<file path="config.mk">
export PLATFORM = sky130hd
export DESIGN_NAME = cdb_arbiter
export DESIGN_NICKNAME = d
export VERILOG_FILES = /design/src/rtl/ooo_config_pkg.sv /design/src/rtl/cdb_req_buf.sv /design/src/rtl/cdb_arbiter.sv
export SDC_FILE = /design/constraint.sdc
export NUM_CORES = 1
export LEC_CHECK = 0
export BUFFER_PORTS_ARGS = -buffer_cell sky130_fd_sc_hd__buf_2
export CAP_MARGIN = 40
export CORE_MARGIN = 4
export CORE_UTILIZATION = 65
export CTS_BUF_LIST = sky130_fd_sc_hd__clkbuf_4 sky130_fd_sc_hd__clkbuf_8
export DETAILED_ROUTE_END_ITERATION = 7
export PLACE_DENSITY = 0.9
export SLEW_MARGIN = 10
export SYNTH_ARGS = -nofsm -noshare
export SYNTH_HDL_FRONTEND = slang
export SYNTH_SLANG_ARGS = --single-unit
</file>
<file path="constraint.sdc">
create_clock -name clk -period 21.2 [get_ports clk]
set_input_delay 3.18 -clock clk [delete_from_list [all_inputs] [get_ports clk]]
set_output_delay 3.18 -clock clk [all_outputs]
set_load 0.02 [all_outputs]
</file>
<file path="src/rtl/ooo_config_pkg.sv">
// Shared out-of-order core configuration: index widths, functional-unit
// count, branch-unit index, the CDB packet type and ROB age helpers.
package ooo_config;

    localparam int ROB_BITS   = 5;
    localparam int PREG_BITS  = 6;
    localparam int DATA_W     = 32;
    localparam int FUNC_UNITS = 5;
    // Branch unit index; it owns the fixed-priority CDB slot.
    localparam int BRU_IDX    = 4;

    typedef struct packed {
        logic [ROB_BITS-1:0]  rob_idx;
        logic [PREG_BITS-1:0] pd;
        logic [DATA_W-1:0]    data;
    } cdb_pkt_t;

    // Distance of a ROB index from the head; smaller means older.
    function automatic logic [ROB_BITS-1:0] rob_age(
        input logic [ROB_BITS-1:0] idx,
        input logic [ROB_BITS-1:0] head
    );
        return idx - head;
    endfunction

    // True when idx was allocated after the branch and must be squashed.
    function automatic logic is_younger(
        input logic [ROB_BITS-1:0] idx,
        input logic [ROB_BITS-1:0] branch,
        input logic [ROB_BITS-1:0] head
    );
        return rob_age(idx, head) > rob_age(branch, head);
    endfunction

endpackage

</file>
<file path="src/rtl/cdb_req_buf.sv">
// Per-requester circular result buffer for the CDB arbiter. Each slot carries
// a live bit so a flush can kill younger entries in place; killed slots stay
// occupied as bubbles until the owner pops them.
module cdb_req_buf
    import ooo_config::*;
#(
    parameter int DEPTH = 2
) (
    input  logic                clk,
    input  logic                rst_n,
    input  logic                push,
    input  cdb_pkt_t            push_pkt,
    input  logic                pop,
    input  logic                flush_valid,
    input  logic [ROB_BITS-1:0] flush_rob_idx,
    input  logic [ROB_BITS-1:0] rob_head,
    output cdb_pkt_t            head_pkt,
    output logic                head_valid,
    output logic                full,
    output logic                empty
);

    localparam int PTR_W = $clog2(DEPTH);

    cdb_pkt_t             mem [DEPTH];
    logic [DEPTH-1:0]     live, live_next;
    logic [PTR_W-1:0]     head_ptr, tail_ptr;
    logic [PTR_W:0]       count;
    logic                 do_push, do_pop;

    assign full       = (count == (PTR_W+1)'(DEPTH));
    assign empty      = (count == '0);
    assign head_pkt   = mem[head_ptr];
    assign head_valid = live[head_ptr];

    // A younger result offered during a flush is accepted but never stored.
    assign do_push = push && !full &&
                     !(flush_valid && is_younger(push_pkt.rob_idx, flush_rob_idx, rob_head));
    assign do_pop  = pop && !empty;

    // Payload write at the tail.
    // NOTE: payload slots are deliberately not reset; live bits alone say what is real.
    always_ff @(posedge clk) begin
        if (do_push) mem[tail_ptr] <= push_pkt;
    end

    // Next live mask: squash younger entries, retire the head, mark the new tail.
    always_comb begin
        // NOTE: default assignment first so no path leaves live_next unassigned (no latch).
        live_next = live;
        if (flush_valid) begin
            for (int e = 0; e < DEPTH; e++) begin
                if (is_younger(mem[e].rob_idx, flush_rob_idx, rob_head)) live_next[e] = 1'b0;
            end
        end
        if (do_pop)  live_next[head_ptr] = 1'b0;
        if (do_push) live_next[tail_ptr] = 1'b1;
    end

    // Pointer, occupancy and live-bit state.
    always_ff @(posedge clk or negedge rst_n) begin
        // NOTE: sequential state uses non-blocking assignments so all flops update together.
        if (!rst_n) begin
            head_ptr <= '0;
            tail_ptr <= '0;
            count    <= '0;
            live     <= '0;
        end else begin
            if (do_push) tail_ptr <= tail_ptr + PTR_W'(1);
            if (do_pop)  head_ptr <= head_ptr + PTR_W'(1);
            case ({do_push, do_pop})
                2'b10:   count <= count + (PTR_W+1)'(1);
                2'b01:   count <= count - (PTR_W+1)'(1);
                default: count <= count;
            endcase
            live <= live_next;
        end
    end

endmodule

</file>
<file path="src/rtl/cdb_arbiter.sv">
// CDB arbiter: buffers results from NUM_REQ functional units and broadcasts
// one per cycle through a registered CDB output. The branch unit (PRIO_REQ)
// has fixed priority; the rest share the slot round-robin. Younger-than-branch
// results are squashed on flush.
// Optional build macro CDB_ARB_PERF_EN adds per-requester grant/stall counters
// on port perf_cnt.
module cdb_arbiter
    import ooo_config::*;
#(
    parameter int NUM_REQ   = FUNC_UNITS,
    parameter int BUF_DEPTH = 2,
    parameter int ROB_BITS  = ooo_config::ROB_BITS,
    parameter int PREG_BITS = ooo_config::PREG_BITS,
    parameter int DATA_W    = ooo_config::DATA_W,
    parameter int PRIO_REQ  = BRU_IDX
) (
    input  logic                              clk,
    input  logic                              rst_n,
    input  logic [NUM_REQ-1:0]                req_valid,
    output logic [NUM_REQ-1:0]                req_ready,
    input  logic [NUM_REQ-1:0][ROB_BITS-1:0]  req_rob_idx,
    input  logic [NUM_REQ-1:0][PREG_BITS-1:0] req_pd,
    input  logic [NUM_REQ-1:0][DATA_W-1:0]    req_data,
    input  logic [ROB_BITS-1:0]               rob_head,
    input  logic                              flush_valid,
    input  logic [ROB_BITS-1:0]               flush_rob_idx,
    output logic                              cdb_valid,
    output logic [ROB_BITS-1:0]               cdb_rob_idx,
    output logic [PREG_BITS-1:0]              cdb_pd,
    output logic [DATA_W-1:0]                 cdb_data,
    output logic [$clog2(NUM_REQ)-1:0]        cdb_src
`ifdef CDB_ARB_PERF_EN
    ,
    output logic [NUM_REQ-1:0][1:0][31:0]     perf_cnt
`endif
);

    localparam int SRC_W = $clog2(NUM_REQ);

    cdb_pkt_t             head_pkt [NUM_REQ];
    logic [NUM_REQ-1:0]   head_valid, head_live, full, empty, pop;
    logic [SRC_W-1:0]     rr_ptr;
    logic                 grant_any, grant_prio, grant_kill;
    logic [SRC_W-1:0]     grant_idx;
    cdb_pkt_t             grant_pkt;

    assign req_ready = ~full;

    for (genvar i = 0; i < NUM_REQ; i++) begin : g_buf
        cdb_pkt_t push_pkt;
        assign push_pkt.rob_idx = req_rob_idx[i];
        assign push_pkt.pd      = req_pd[i];
        assign push_pkt.data    = req_data[i];

        assign head_live[i] = !empty[i] && head_valid[i];
        // The granted head is popped; a squashed head is drained silently.
        assign pop[i] = (grant_any && (grant_idx == SRC_W'(i))) ||
                        (!empty[i] && !head_valid[i]);

        cdb_req_buf #(.DEPTH(BUF_DEPTH)) u_buf (
            .clk           (clk),
            .rst_n         (rst_n),
            .push          (req_valid[i]),
            .push_pkt      (push_pkt),
            .pop           (pop[i]),
            .flush_valid   (flush_valid),
            .flush_rob_idx (flush_rob_idx),
            .rob_head      (rob_head),
            .head_pkt      (head_pkt[i]),
            .head_valid    (head_valid[i]),
            .full          (full[i]),
            .empty         (empty[i])
        );
    end

    // Grant selection: branch unit first, otherwise first live head from rr_ptr.
    always_comb begin
        int idx;
        grant_any  = 1'b0;
        grant_prio = 1'b0;
        grant_idx  = '0;
        idx        = 0;
        if (head_live[PRIO_REQ]) begin
            grant_any  = 1'b1;
            grant_prio = 1'b1;
            grant_idx  = SRC_W'(PRIO_REQ);
        end else begin
            for (int k = 0; k < NUM_REQ; k++) begin
                idx = (int'(rr_ptr) + k) % NUM_REQ;
                if (!grant_any && head_live[idx]) begin
                    grant_any = 1'b1;
                    grant_idx = SRC_W'(idx);
                end
            end
        end
    end

    assign grant_pkt  = head_pkt[grant_idx];
    // A grant racing a flush that kills it is popped but never broadcast.
    assign grant_kill = grant_any && flush_valid &&
                        is_younger(grant_pkt.rob_idx, flush_rob_idx, rob_head);

    // Round-robin pointer advances past each non-priority winner.
    always_ff @(posedge clk or negedge rst_n) begin
        if (!rst_n) begin
            rr_ptr <= '0;
        end else if (grant_any && !grant_prio) begin
            rr_ptr <= (grant_idx == SRC_W'(NUM_REQ-1)) ? '0 : grant_idx + SRC_W'(1);
        end
    end

    // Registered CDB broadcast slot.
    always_ff @(posedge clk or negedge rst_n) begin
        if (!rst_n) begin
            cdb_valid   <= 1'b0;
            cdb_rob_idx <= '0;
            cdb_pd      <= '0;
            cdb_data    <= '0;
            cdb_src     <= '0;
        end else if (grant_any && !grant_kill) begin
            cdb_valid   <= 1'b1;
            cdb_rob_idx <= grant_pkt.rob_idx;
            cdb_pd      <= grant_pkt.pd;
            cdb_data    <= grant_pkt.data;
            cdb_src     <= grant_idx;
        end else begin
            cdb_valid <= 1'b0;
            if (flush_valid && cdb_valid &&
                is_younger(cdb_rob_idx, flush_rob_idx, rob_head)) begin
                cdb_rob_idx <= '0;
                cdb_pd      <= '0;
                cdb_data    <= '0;
                cdb_src     <= '0;
            end
        end
    end

`ifdef CDB_ARB_PERF_EN
    // Saturating per-requester grant ([0]) and stall ([1]) counters.
    always_ff @(posedge clk or negedge rst_n) begin
        if (!rst_n) begin
            perf_cnt <= '0;
        end else begin
            for (int i = 0; i < NUM_REQ; i++) begin
                if (grant_any && (grant_idx == SRC_W'(i)) && (perf_cnt[i][0] != '1))
                    perf_cnt[i][0] <= perf_cnt[i][0] + 32'd1;
                if (req_valid[i] && full[i] && (perf_cnt[i][1] != '1))
                    perf_cnt[i][1] <= perf_cnt[i][1] + 32'd1;
            end
        end
    end
`endif

endmodule

</file>
## After elaboration in Yosys (flattened, before gate mapping)

Memory sizes are Yosys's and may differ from the RTL's.
Cells that the tools add are included.
Widths: inputs -> output; s select.

- $add $sub $neg: 43
- Multiply operators: 0
- Divide/modulo/power cells: 5
- Order comparisons: 43
- Equality and inequality tests: 19
- Shifts and indexed selects: 0
- Muxes and demuxes: 115
- Bitwise logic cells: 17
- Reduce and logical (&&, ||, !) cells: 98

Operators with widths:

| cell | number |
|---|---|
| $lt 32x5->1 const B | 5 |
| $bmux 43 s3 | 1 |
| $mod 32x4->32 const B | 4 |
| $sub 5x5->5 | 18 |
| $mux 43 | 2 |
| $gt 5x5->1 | 17 |
| $mux 32 | 2 |
| $mux 1 | 62 |
| $logic_and 1x1->1 | 55 |
| $mod 4x4->32 const B | 1 |
| $mux 2 | 15 |
| $mux 3 | 9 |
| $logic_not 1->1 | 26 |
| $eq 2x2->1 const B | 10 |
| $lt 1x2->1 const B | 10 |
| $pmux 2 s2 | 5 |
| $bmux 1 s3 | 5 |
| $mux 6 | 2 |
| $reduce_bool 2->1 | 6 |
| $add 1x1->1 const B | 10 |
| $add 2x1->2 const B | 5 |
| $and 2x2->2 | 5 |
| $demux 1 s1 | 10 |
| $eq 2x1->1 const B | 5 |
| 18 further kinds | 50 |

- Register bits: 80
- Bits in latches: 0
- Memory bits (writable): 430
- Memory bits (read-only): 0
- Input port bits: 233
- Memories kept: 5

Memory list:

| name | depth | width | read ports | clocked after memory_dff | wr ports | RTL line | source |
|---|---|---|---|---|---|---|---|
| g_buf[0].u_buf.mem | 2 | 43 | 3 | 0 | 1 | cdb_req_buf.sv:25 | `cdb_pkt_t mem [DEPTH];` |
| g_buf[1].u_buf.mem | 2 | 43 | 3 | 0 | 1 | cdb_req_buf.sv:25 |  |
| g_buf[2].u_buf.mem | 2 | 43 | 3 | 0 | 1 | cdb_req_buf.sv:25 |  |
| g_buf[3].u_buf.mem | 2 | 43 | 3 | 0 | 1 | cdb_req_buf.sv:25 |  |
| g_buf[4].u_buf.mem | 2 | 43 | 3 | 0 | 1 | cdb_req_buf.sv:25 |  |

## Depth between registers and ports, before layout

- Word-level depth: 34
- Depth in mapped cells: 43

## By module

A second synthesis with hierarchy kept.

- Cell total of the unflattened synthesis: 2075
- Area, all modules: 27443.8 µm²

By module, submodules not included:

| module | instances | cells an instance | area an instance (µm²) | seq. area each (µm²) |
|---|---|---|---|---|
| cdb_req_buf at g_buf[0].u_buf ... | 4 | 270 | 4269.1 | 2732.6 |
| cdb_arbiter | 1 | 730 | 6102.1 | 1251.2 |
| cdb_req_buf at g_buf[4].u_buf | 1 | 265 | 4265.3 | 2732.6 |

## Least setup slack after synthesis

Ideal clock, no wire load.

- Path type: input-to-reg
- Start point: input port rob_head[1]
- End point: memory g_buf[2].u_buf.mem[0][0] (netlist name), enable pin
- Data arrival time: 8491 ps
- Required time: 20757 ps
- Setup slack: 12265 ps
- Cell stages on the path: 12
- Buffers on the path: 0
- Cell sequence: inv_1 -> ha_1 -> a21o_1 -> a21oi_1 -> xor2_1 -> ha_1 -> a21oi_1 -> nor2b_1 -> o221ai_1 -> and3_1 -> inv_1 -> nor2_1

- Word-level cells in the longest chain between the ends: 7
- Elaborated cells between the ends (all ways): 8

RTL lines:

| what | RTL line | source |
|---|---|---|
| start: declaration | cdb_arbiter.sv:24 | `input logic [ROB_BITS-1:0] rob_head,` |
| $sub 5x5->5 | ooo_config_pkg.sv:23 | `return idx - head;` |
| $gt 5x5->1 (*) | ooo_config_pkg.sv:32 | `return rob_age(idx, head) > rob_age(branch, head);` |
| $logic_and 1x1->1 (*) | cdb_req_buf.sv:38 | `!(flush_valid && is_younger(push_pkt.rob_idx, flush_rob_idx, rob_head));` |
| $logic_not 1->1 (*) | cdb_req_buf.sv:38 |  |
| $logic_and 1x1->1 (*) | cdb_req_buf.sv:37 | `assign do_push = push && !full &&` |
| $mux 1 (*) | cdb_req_buf.sv:44 | `if (do_push) mem[tail_ptr] <= push_pkt;` |
| $mux 1 (implied by the code) (*) | cdb_req_buf.sv:44 |  |
| end: declaration | cdb_req_buf.sv:25 |  |

Every way passes the cells marked *; elsewhere a longest branch is shown, timed or not.

## Worst setup path after layout

- Start point: register rr_ptr[0]
- End point: register cdb_data[15]

- Word-level cells in the longest chain between the ends: 32
- Elaborated cells between the ends (all ways): 60

RTL lines:

| what | RTL line | source |
|---|---|---|
| start: declaration | cdb_arbiter.sv:42 | `logic [SRC_W-1:0] rr_ptr;` |
| start signal: assignment | cdb_arbiter.sv:108 | `rr_ptr <= (grant_idx == SRC_W'(NUM_REQ-1)) ? '0 : grant_idx + SRC_W'(1);` |
| parallel branches: the longest is 32 deep, another holds $mod 32x4->32 | n/a |  |
| end signal: assignment | cdb_arbiter.sv:124 | `cdb_data <= grant_pkt.data;` |
| end: declaration | cdb_arbiter.sv:30 | `output logic [DATA_W-1:0] cdb_data,` |

Several ways; the timed one is not identified. The select of a mux whose other input is x is not followed.
A chain may end at the register's enable or synchronous reset.

==> results.sh <==
export IMPL_cts_root_buffer="clkbuf_8"
export IMPL_fin_nets=2648
export IMPL_post_synth_top_count_cell="edfxtp_1"
export IMPL_fp_coreArea_mm2=0.0391
export IMPL_met3_length_um=6830
export IMPL_synth_seq_area_share_pct=57.4
export IMPL_port_buffers=284
export IMPL_cts_resized_gates=0
export IMPL_h_tree_depth=3
export IMPL_multiInputGateArea_mm2=0.0105
export IMPL_synth_cell_type_count=72
export IMPL_postSynth_topFlopCell="edfxtp_1"
export IMPL_sequential_cell_area_mm2=0.0149
export IMPL_worst_path_maximum_fanout=37
export IMPL_post_cts_buffers=0
export IMPL_run_status="finished clean"
export IMPL_worst_hold_path_type="reg -> reg"
export IMPL_first_pass_iters=7
export IMPL_wl_met1_um=26800
export IMPL_cell_taking_the_most_area_after_synthesis="edfxtp_1"
export IMPL_cpMaxStageDelayCell="dfrtp_1"
export IMPL_drt_total_wl_um=72200
export IMPL_grt_max_degree=48
export IMPL_setup_viol=0
export IMPL_gp_congestion=0.889
export IMPL_die_x_um=208
export IMPL_antenna_found_initial=19
export IMPL_post_synth_edffs=430
export IMPL_worst_skew_pair_late_latency_ns=0.67
export IMPL_cp_slowest_stage_delay_ns=0.94
export IMPL_synthToLayoutAreaGrowth_pct=14.8
export IMPL_drtIter0Drc=1835
export IMPL_detail_route_drc_violations=0
export IMPL_worstPathRequired_ns=21.75
export IMPL_worstPathArrival_ns=11.08
export IMPL_ctsLongestPathBuffers=3
export IMPL_crit_path_start_kind="flip-flop"
export IMPL_timing_max_cap_violations=0
export IMPL_async_reset_ff_share_pct=15.7
export IMPL_wire_length_of_the_first_global_routing_pass_um=109000
export IMPL_die_h_um=208
export IMPL_share_of_final_layout_standard_cells_stronger_than_drive_strength_1_pct=24.1
export IMPL_initial_utilization_pct=66.5
export IMPL_die_area_mm2=0.0432
export IMPL_slew_viols_final=0
export IMPL_overall_overflow_remaining_after_global_route=0
export IMPL_worstMarginPinSlew_ns=0.933
export IMPL_worst_case_clock_skew_ns=0.0435
export IMPL_cts_hold_repair_buffers=0
export IMPL_cts_made_buffers=80
export IMPL_route_detailed_wl_per_inst_um=25.8
export IMPL_cts_tree="yes"
export IMPL_synth_cell_area_mm2=0.0260
export IMPL_period_share_pct=49.7
export IMPL_postSynthCellCount=1878
export IMPL_cts_sinks=510
export IMPL_synth_top_area_share_pct=49.7
export IMPL_finalHoldViolations=0
export IMPL_ys_ff_latch=510
export IMPL_post_dp_hpwl_um=48100
export IMPL_synth_nets=2314
export IMPL_timing_slew_headroom_pct=37.8
export IMPL_setup_worst_path_class="reg -> reg"
export IMPL_path_clk_slew_ns=0.06
export IMPL_synthesis_area_per_instance_um2=13.8
export IMPL_setup_total_negative_slack_ns=0
export IMPL_min_period_ns=10.54
export IMPL_total_met2_wirelength_after_detailed_routing_um=35600
export IMPL_fmaxAchievable_mhz=94.9
export IMPL_grt_pass1_vias=18800
export IMPL_crit_path_end_kind="flip-flop"
export IMPL_netlist_top_cells_area="edfxtp_1, mux2i_1, ha_1"
export IMPL_num_io_pins=285
export IMPL_grt_setup_unrepaired="no"
export IMPL_routed_top_layer="met5"
export IMPL_synth_common_cells="edfxtp_1, mux2i_1, ha_1"
export IMPL_viasPerCell=6.40
export IMPL_dr_total_vias=17900
export IMPL_num_rows=72
export IMPL_fill_cells=2326
export IMPL_ant_nets=0
export IMPL_yosys_warnings=0
export IMPL_track_usage_pct=32.5
stage by stage:
| step | utilization, % | instances | setup WS (ns) | hold slack [ns] | instance area, um^2 |
|---|---|---|---|---|---|
| final | 76.3 | 2801 | 10.66 | 0.470 | 29800 |
| after global routing | 76.3 | 2796 | 9.92 | 0.491 | 29800 |
| after CTS | 76.1 | 2787 | 10.81 | 0.474 | 29800 |
| after detailed placement | 72.1 | 2647 | 10.87 | 0.461 | 28200 |
| after global placement | 71.5 | 2638 | 11.14 | 0.461 | 28000 |
| after floorplan | - | 1878 | 12.27 | 0.464 | 26000 |
worst paths after layout:
| path | start | endpoint | slack [ns] | cells past startpoint |
|---|---|---|---|---|
| worst max-delay path | rr_ptr[0] | cdb_data[15] | 10.66 | 38 |
| worst max register to register | rr_ptr[0] | cdb_data[15] | 10.66 | 38 |
| max in group asynchronous | rst_n | g_buf[0].u_buf.head_ptr | 17.89 | 3 |
| min in group asynchronous | rst_n | cdb_src[2] | 2.35 | 1 |
| worst min-delay path | cdb_data[6] | cdb_data[6] | 0.47 | 2 |
| worst min register to register | cdb_data[6] | cdb_data[6] | 0.47 | 2 |
sequential cells by signal (all words and copies together) (netlist names):
signal / flops
cdb_data: 32
cdb_pd: 6
cdb_rob_idx: 5
cdb_src: 3
cdb_valid: 1
g_buf.u_buf.count: 10
g_buf.u_buf.head_ptr: 5
g_buf.u_buf.live: 10
g_buf.u_buf.mem: 430
g_buf.u_buf.tail_ptr: 5
rr_ptr: 3
placed cells by master, fill, tap and decap left out, types with 34 or more instances in the layout:
master | netlist | layout
a21o_1 | 39 | 39
a21oi_1 | 95 | 95
buf_2 | 19 | 283
clkbuf_8 | 0 | 87
dfrtp_1 | 80 | 75
edfxtp_1 | 430 | 430
ha_1 | 185 | 185
inv_1 | 61 | 60
mux2_2 | 43 | 43
mux2i_1 | 274 | 274
nand2_1 | 85 | 85
nor2_1 | 41 | 36
o21ai_0 | 41 | 41
o22ai_1 | 45 | 45
xnor2_1 | 69 | 68
xor2_1 | 34 | 34
routing by layer:
metal	vias up	global-route usage [%]
met2	1022	54.9
met5	-	0
met3	220	7.70
met4	16	12.3
met1	8884	41.4
li1	7784	-
worst max-delay path, delay by kind of cell (launching register included):
kind | cells | cell delay [ns]
xor+xnor | 2 | 0.53
buf+inv | 8 | 1.98
flops | 1 | 0.94
compound gates | 12 | 2.88
simple gates | 10 | 2.16
fa+ha+maj | 6 | 1.83
area by class of cell:
| type | count | area share, % |
|---|---|---|
| Tap cell | 518 | 2.17 |
| Sequential cell | 510 | 50.0 |
| Inverter | 63 | 0.793 |
| Clock inverter | 35 | 0.810 |
| Antenna cell | 13 | 0.109 |
| Multi-Input combinational cell | 1236 | 35.3 |
| Clock buffer | 105 | 4.47 |
| Timing Repair Buffer | 321 | 6.28 |
kinds of logic (layout without fill, tap and decap cells):
group / after synthesis / after routing / share of synthesized area [%]
AOI/OAI and AO/OA: 337 / 337 / 8.38
xor gates and xnor gates: 104 / 104 / 3.53
adders and majority gates: 203 / 203 / 10.3
buffers and inverters: 132 / 524 / 2.26
DFF: 510 / 510 / 57.4
muxes: 323 / 323 / 12.8
other: 0 / 13 / 0
and+or+nand+nor: 269 / 269 / 5.28
Power is left out: the tool's default activity adds up to more than one toggle a clock period on the data nets, which glitch-free logic cannot reach.
